--- src/rtl/io_cfg_pkg.sv ---
// Shared types and defaults for the I/O configuration-chain sequencer.
package io_cfg_pkg;

  localparam int DEF_CHAIN_LEN  = 80;
  localparam int DEF_WORD_W     = 8;
  localparam int DEF_TIMEOUT    = 255;
  localparam int DEF_SETTLE_CYC = 4;

  typedef enum logic [2:0] {
    ST_IDLE,
    ST_LOAD,
    ST_SHIFT,
    ST_SETTLE,
    ST_DONE,
    ST_ERR
  } io_cfg_state_e;

  // Width of a counter that must hold 0..max_val; never narrower than one bit.
  function automatic int cnt_w(input int max_val);
    return (max_val < 1) ? 1 : $clog2(max_val + 1);
  endfunction

endpackage

--- src/rtl/ccff_word_serializer.sv ---
// Serializes one bitstream word LSB-first into the ccff chain and folds the
// bits leaving the chain tail into a running parity.
module ccff_word_serializer #(
  parameter int WORD_W = 8,
  parameter int CW     = 4
) (
  input  logic              clk,
  input  logic              rst_n,
  input  logic              load,
  input  logic [WORD_W-1:0] data,
  input  logic [CW-1:0]     bit_cnt,
  input  logic              clr_parity,
  input  logic              tail,
  output logic              head,
  output logic              shift_en,
  output logic              last_bit,
  output logic              tail_parity
);

  logic [WORD_W-1:0] sreg_p0;
  logic [CW-1:0]     left_p0;

  always_ff @(posedge clk) begin
    if (!rst_n) begin
      shift_en    <= 1'b0;
      tail_parity <= 1'b0;
    end else begin
      if (clr_parity)
        tail_parity <= 1'b0;
      else if (shift_en)
        tail_parity <= tail_parity ^ tail;
      if (load)
        shift_en <= 1'b1;
      else if (last_bit)
        shift_en <= 1'b0;
    end
  end

  // Word datapath: bits above bit_cnt are simply never shifted out.
  always_ff @(posedge clk) begin
    if (load) begin
      sreg_p0 <= data;
      left_p0 <= bit_cnt;
    end else if (shift_en) begin
      sreg_p0 <= sreg_p0 >> 1;
      left_p0 <= left_p0 - CW'(1);
    end
  end

  assign head     = shift_en & sreg_p0[0];
  assign last_bit = shift_en && (left_p0 == CW'(1));

endmodule

--- src/rtl/io_ccff_config_ctrl.sv ---
// Loads the I/O tile ccff chain from a word stream and keeps the pads
// isolated until the whole chain has been shifted in and allowed to settle.
module io_ccff_config_ctrl
  import io_cfg_pkg::*;
#(
  parameter int CHAIN_LEN  = DEF_CHAIN_LEN,
  parameter int WORD_W     = DEF_WORD_W,
  parameter int TIMEOUT    = DEF_TIMEOUT,
  parameter int SETTLE_CYC = DEF_SETTLE_CYC
) (
  input  logic              prog_clk,
  input  logic              prog_rst_n,
  input  logic              start,
  input  logic [WORD_W-1:0] cfg_data,
  input  logic              cfg_valid,
  output logic              cfg_ready,
  output logic              ccff_head,
  output logic              ccff_shift_en,
  input  logic              ccff_tail,
  output logic              IO_ISOL_N,
  output logic              busy,
  output logic              done,
  output logic              err,
  output logic              tail_parity
);

  localparam int RW = cnt_w(CHAIN_LEN);
  localparam int IW = cnt_w(TIMEOUT);
  localparam int SW = cnt_w(SETTLE_CYC);
  localparam int CW = cnt_w(WORD_W);

  io_cfg_state_e state, state_nx;
  logic [RW-1:0] remaining;
  logic [IW-1:0] idle_cnt;
  logic [SW-1:0] settle_cnt;
  logic [CW-1:0] word_bits;
  logic          load, clr_parity, last_bit, idle_state;

  assign idle_state = (state == ST_IDLE) || (state == ST_DONE) || (state == ST_ERR);
  assign load       = (state == ST_LOAD) && cfg_valid;
  assign clr_parity = idle_state && start;
  // The final word of a chain that is not a multiple of WORD_W is truncated.
  assign word_bits  = (32'(remaining) < WORD_W) ? CW'(remaining) : CW'(WORD_W);

  always_comb begin
    state_nx = state;
    case (state)
      ST_IDLE, ST_DONE, ST_ERR:
        if (start) state_nx = ST_LOAD;
      ST_LOAD:
        if (cfg_valid)
          state_nx = ST_SHIFT;
        else if (32'(idle_cnt) == TIMEOUT - 1)
          state_nx = ST_ERR;
      ST_SHIFT:
        if (last_bit) begin
          if (remaining != RW'(1))
            state_nx = ST_LOAD;
          else
            state_nx = (SETTLE_CYC == 0) ? ST_DONE : ST_SETTLE;
        end
      ST_SETTLE:
        if (32'(settle_cnt) == SETTLE_CYC - 1) state_nx = ST_DONE;
      default:
        state_nx = ST_IDLE;
    endcase
  end

  always_ff @(posedge prog_clk) begin
    if (!prog_rst_n) begin
      state      <= ST_IDLE;
      cfg_ready  <= 1'b0;
      busy       <= 1'b0;
      done       <= 1'b0;
      err        <= 1'b0;
      IO_ISOL_N  <= 1'b0;
      remaining  <= '0;
      idle_cnt   <= '0;
      settle_cnt <= '0;
    end else begin
      state     <= state_nx;
      cfg_ready <= (state_nx == ST_LOAD);
      busy      <= (state_nx == ST_LOAD) || (state_nx == ST_SHIFT) || (state_nx == ST_SETTLE);
      done      <= (state_nx == ST_DONE);
      err       <= (state_nx == ST_ERR);
      IO_ISOL_N <= (state_nx == ST_DONE);
      if (clr_parity) begin
        remaining <= RW'(CHAIN_LEN);
        idle_cnt  <= '0;
      end
      if (state == ST_LOAD)
        idle_cnt <= cfg_valid ? '0 : idle_cnt + IW'(1);
      if (state == ST_SHIFT)
        remaining <= remaining - RW'(1);
      settle_cnt <= (state == ST_SETTLE) ? settle_cnt + SW'(1) : '0;
    end
  end

  ccff_word_serializer #(
    .WORD_W (WORD_W),
    .CW     (CW)
  ) u_ser (
    .clk         (prog_clk),
    .rst_n       (prog_rst_n),
    .load        (load),
    .data        (cfg_data),
    .bit_cnt     (word_bits),
    .clr_parity  (clr_parity),
    .tail        (ccff_tail),
    .head        (ccff_head),
    .shift_en    (ccff_shift_en),
    .last_bit    (last_bit),
    .tail_parity (tail_parity)
  );

endmodule

--- config.mk ---
export PLATFORM = sky130hd
export DESIGN_NAME = io_ccff_config_ctrl
export DESIGN_NICKNAME = d
export VERILOG_FILES = /design/src/rtl/io_cfg_pkg.sv /design/src/rtl/ccff_word_serializer.sv /design/src/rtl/io_ccff_config_ctrl.sv
export SDC_FILE = /design/constraint.sdc
export NUM_CORES = 1
export LEC_CHECK = 0
export ABC_AREA = 1
export CAP_MARGIN = 20
export CORE_ASPECT_RATIO = 0.75
export CORE_MARGIN = 2
export CORE_UTILIZATION = 45
export CTS_CLUSTER_DIAMETER = 200
export CTS_CLUSTER_SIZE = 12
export DETAILED_ROUTE_END_ITERATION = 12
export HOLD_SLACK_MARGIN = 0.02
export PLACE_DENSITY = 0.68
export SYNTH_ARGS = -nofsm -noshare
export SYNTH_HDL_FRONTEND = slang
export SYNTH_SLANG_ARGS = --single-unit
--- constraint.sdc ---
create_clock -name prog_clk -period 1.7 [get_ports prog_clk]
set_clock_uncertainty 0.05 [all_clocks]
set_input_delay 0.255 -clock prog_clk [delete_from_list [all_inputs] [get_ports prog_clk]]
set_output_delay 0.255 -clock prog_clk [all_outputs]
set_load 0.05 [all_outputs]
* Word level (Yosys, flattened, before mapping)
Index checks and enable logic that the tools add are counted.
Cells by class: add/sub/neg operators 4, magnitude comparators 1, equality and inequality tests 14, multiplexer cells 19, bitwise operators 3, reductions and logical operators 15
Operator list (count):
- two-way mux 8 bit | 5
- equality test 3 x 2 -> 1 bit (second input constant) | 5
- two-way mux 3 bit | 5
- two-way mux 7 bit | 2
- equality test 3 bit (second input constant) | 4
- two-way mux 4 bit | 3
- one-hot mux 3 bit (4 select lines) | 1
- adder 8 x 1 -> 8 bit (second input constant) | 1
- equality test 8 bit (second input constant) | 1
- nonzero test 2 bit | 4
- < comparator 7 x 4 -> 1 bit (second input constant) | 1
- inequality test 7 x 1 -> 1 bit (second input constant) | 1
- subtractor 7 x 1 -> 7 bit (second input constant) | 1
- equality test 3 x 1 -> 1 bit (second input constant) | 2
- equality test 4 x 1 -> 1 bit (second input constant) | 1
- logical OR 1 bit | 4
- subtractor 4 x 1 -> 4 bit (second input constant) | 1
- adder 3 x 1 -> 3 bit (second input constant) | 1
- logical AND 1 bit | 3
- logical NOT 3 bit | 1
- OR reduction 3 bit | 1
- two-way mux 1 bit | 2
- two-way mux 2 bit | 1
- AND reduction 2 bit | 1
- other kinds (4) | 4
Word-level totals: register bits after elaboration 39, output and inout port bits 8

* Logic depth before layout (Yosys ltp)
word-level depth 7, depth in mapped cells 10, gate-level depth less buffers 10

* By module
A second synthesis with hierarchy kept.
Second synthesis, totals: cells, all modules 266, area, all modules 1969.4 um^2
Modules (own cells, without submodules):
- io_ccff_config_ctrl | instances 1, cells each 193, area an instance 1310.0 um^2, seq. area each 500.5 um^2
- ccff_word_serializer | instances 1, cells each 73, area an instance 659.4 um^2, seq. area each 400.4 um^2

* Least setup slack after synthesis
No wires, ideal clock.
kind reg2reg, start point register state[0], end point register u_ser.left_p0[0] (enable), setup time 0.350 ns, arrival time 1.155 ns, path slack 0.145 ns, cell stages (with the launch flop) 8, buffers on the path 1, period minus slack after synthesis 1.555 ns, cell sequence dfxtp_1 inv_2 nor2_4 nand2_4 nor2_8 inv_2 buf_6 nand2_1
On the way: longest elaborated chain between the ends 3
Ends and longest elaborated chain:
- start: declaration | RTL line io_ccff_config_ctrl.sv:32 | io_cfg_state_e state, state_nx;
- start signal: assignment | RTL line io_ccff_config_ctrl.sv:81 | state <= state_nx;
- equality test 3 x 1 -> 1 bit | RTL line io_ccff_config_ctrl.sv:40 | assign load = (state == ST_LOAD) && cfg_valid;
- logical AND 1 bit | RTL line io_ccff_config_ctrl.sv:40
- nonzero test 2 bit (no line)
- end signal: assignment | RTL line ccff_word_serializer.sv:43 | left_p0 <= bit_cnt;
- end signal: assignment | RTL line ccff_word_serializer.sv:46 | left_p0 <= left_p0 - CW'(1);
- end: declaration | RTL line ccff_word_serializer.sv:21 | logic [CW-1:0] left_p0;
Every way passes these cells. A chain may end at the register's enable or synchronous reset.

* Final worst setup path
start point register remaining[1], end point register remaining[6]
On the way: longest elaborated chain between the ends 2
Ends and longest elaborated chain:
- start: declaration | RTL line io_ccff_config_ctrl.sv:33 | logic [RW-1:0] remaining;
- start signal: assignment | RTL line io_ccff_config_ctrl.sv:88 | remaining <= RW'(CHAIN_LEN);
- start signal: assignment | RTL line io_ccff_config_ctrl.sv:94 | remaining <= remaining - RW'(1);
- subtractor 7 x 1 -> 7 bit | RTL line io_ccff_config_ctrl.sv:94
- two-way mux 7 bit | RTL line io_ccff_config_ctrl.sv:93 | if (state == ST_SHIFT)
Every way passes these cells.

==> results_dict.tcl <==
set metrics [dict create \
    multiInputGateArea_um2 880 \
    grt_start_max_net_pins 13 \
    die_h_um 61.1 \
    vias 1617 \
    cp-start-kind "flip-flop" \
    yosysTopAreaCell "dfxtp_1" \
    wire_per_inst_um 11.5 \
    netlist_area_mm2 0.00196 \
    syn_avg_cell_area_um2 7.73 \
    rsz0062_at_grt "false" \
    hold_violations 0 \
    yosys-top-cells-area "dfxtp_1 (28%), edfxtp_1 (18%), nand2_1 (13%), inv_1 (6.7%), nor2_1 (5.6%)" \
    synthCells 253 \
    critical_path.max_fanout 4 \
    critPathKind "flip-flop to flip-flop" \
    finalSetupViolCount 0 \
    diodes 0 \
    cts_setup_buffers 0 \
    clk_latency_ns 0.29 \
    clockBufferDepth 2 \
    reg2reg_depth 7 \
    timing.final.crit_share 0.866 \
    antenna_found_initial 0 \
    grt_pass1_wl_um 6380 \
    io_pins 21 \
    synth.top_cell.area_share 0.276 \
    synth_edf_count 12 \
    initial_core_util 0.477 \
    worst_pin_slew_ns 0.232 \
    ant_nets 0 \
    yosysSeqAreaShare 0.461 \
    place.gp.congestion 0.824 \
    crit-reg2reg-launch "remaining[1]" \
    critPathCapture "remaining[6]" \
    ys.flop_type "dfxtp_1" \
    clock-root-buffer "clkbuf_8" \
    holdBufCountCts 0 \
    ys_seq_elements 39 \
    yosys_warnings 0 \
    fin_nets 308 \
    cp-end-kind "flip-flop" \
    numCtsBuffers 5 \
    synth.distinct_cells 28 \
    cts.sinks 39 \
    core_mm2 0.00410 \
    grt_usage 0.174 \
    vias_per_cell 4.71 \
    area_growth_pct 21.0 \
    detailed_place_hpwl_um 3020 \
    peakVddDrop_uv 470 \
    required_ns 1.83 \
    worst_hold_path_type "flip-flop to flip-flop" \
    leakage_nw 1.04 \
    drive_gt1_frac 0.153 \
    cp.arrival_ns 1.60 \
    fp.dieArea_mm2 0.00489 \
    clkTransAtPathRegs_ns 0.07 \
    synthesis.nets 274 \
    finalPower_mw 2.29 \
    drcViolationCount 0 \
    ys_async_sr_fraction 0 \
    status "finished, final reports clean" \
    r2r-end "remaining[6]" \
    drt-initial-drc-count 169 \
    grt_pass1_vias 1381 \
    powerDensity_mw_per_mm2 969 \
    grt_overflow 0 \
    die_x_um 80.1 \
    cts_tree "yes" \
    period_minus_slack_ns 1.47 \
    nFillCells 380 \
    portBuffers 20 \
    finalMaxSlewViolations 0 \
    slew_headroom 0.845 \
    drv_cap 0 \
    reg2reg_slack_ns 0.23 \
    row_count 20 \
    fin_setup_tns_ns 0 \
    htree_levels 2 \
    startpoint "remaining[1]" \
    routed_wl_um 3940 \
    firstDrtPassIters 4 \
    fmax_mhz 679 \
    seqCellArea_um2 901 \
]
## Yosys cell counts, drive strengths merged, types with 2 or more instances
| master | n |
|---|---|
| buf | 3 |
| a21oi | 12 |
| nand3 | 20 |
| inv | 40 |
| nand2 | 69 |
| a31oi | 2 |
| nor3 | 4 |
| edfxtp | 12 |
| o22ai | 4 |
| nor2 | 33 |
| dfxtp | 27 |
| xor2 | 2 |
| ha | 8 |
| o21ai | 12 |
## logic make-up (layout without fill, tap and decap cells)
kind of cell	count (synthesis)	after routing	synth area share
flops	39	39	0.461
xor+xnor	3	3	0.0134
simple gates	128	128	0.296
compound gates	31	31	0.0864
buf+inv	44	79	0.0921
fa+ha+maj	8	8	0.0512
## worst min path at each step
stage	from	endpoint	slack, ns	cells past startpoint
final	settle_cnt[0]	settle_cnt[0]	0.38	1
after global routing	settle_cnt[0]	settle_cnt[0]	0.40	1
after CTS	settle_cnt[0]	settle_cnt[0]	0.38	1
after detailed placement	settle_cnt[0]	settle_cnt[0]	0.37	1
after global placement	settle_cnt[0]	settle_cnt[0]	0.36	1
after floorplan	prog_rst_n	state[2]	0.34	2
## metrics by stage
stage / std cells / util / hold WS (ns) / worst slack [ns] / instance area, um2
5_1_grt: 343 / 0.577 / 0.395 / 0.0871 / 2370
6_report: 343 / 0.577 / 0.381 / 0.227 / 2370
3_3_place_gp: 335 / 0.553 / 0.363 / 0.0952 / 2270
2_1_floorplan: 253 / - / 0.340 / 0.145 / 1960
4_1_cts: 343 / 0.575 / 0.382 / 0.173 / 2360
3_5_place_dp: 335 / 0.553 / 0.372 / 0.0859 / 2270
## final cells by class
class | instances | area share
clock buffer | 7 | 0.0365
clock inverter | 1 | 0.00212
inverter | 40 | 0.0635
multi-input combinational | 170 | 0.372
sequential | 39 | 0.381
tap | 55 | 0.0291
timing repair buffer | 31 | 0.116
## flip-flops by register name, indices dropped and copies added (netlist names), 3 cells and up
| register | count |
|---|---|
| settle_cnt | 3 |
| remaining | 7 |
| idle_cnt | 8 |
| u_ser.sreg_p0 | 8 |
| u_ser.left_p0 | 4 |
| state | 3 |
## timing repair
| action | 4_1_cts | 5_1_grt |
|---|---|---|
| hold endpoints to repair | 0 | 0 |
| endpoints found under the setup margin | 0 | 1 |
| gates resized for setup | 0 | 1 |
## placed cells by master, fill, tap and decap left out, types with 2 or more instances in the layout
cell type        Yosys  layout
o22ai_1              4       4
o21ai_0              9       9
inv_1               35      35
clkbuf_8             0       6
nand3_1             16      16
clkdlybuf4s50_1      0      12
nor3_1               4       3
edfxtp_1            12      12
a21oi_1             11      11
nand2_1             67      67
buf_4                2      18
ha_1                 8       8
xor2_1               2       2
a31oi_1              2       2
dfxtp_1             27      27
o21ai_1              3       3
nand2_4              2       2
inv_2                5       5
nor2_1              29      29
nor2_2               2       2
nand3_2              4       4
## worst max-delay path: stages, from the launching register on
cell and delay (ns):
dfxtp_1 0.32, inv_1 0.12, ha_1 0.22, inv_1 0.07, nor3_2 0.21, nand3_1 0.11
o21ai_0 0.21, nor2_1 0.06
## where the power goes
part / switching [mW] / internal, mW / total, mW
clock network: 0.310 / 0.327 / 0.637
registers: 0.0458 / 1.06 / 1.11
logic: 0.339 / 0.207 / 0.546
total: 0.694 / 1.60 / 2.29
## metal layers
metal	track usage	vias to the layer above	part of all wire
met5	0	-	0
met4	0.0581	0	0.0058
met3	0.0455	4	0.051
met2	0.240	28	0.40
met1	0.265	709	0.55
li1	-	876	-
(Power assumes the default switching activity.)
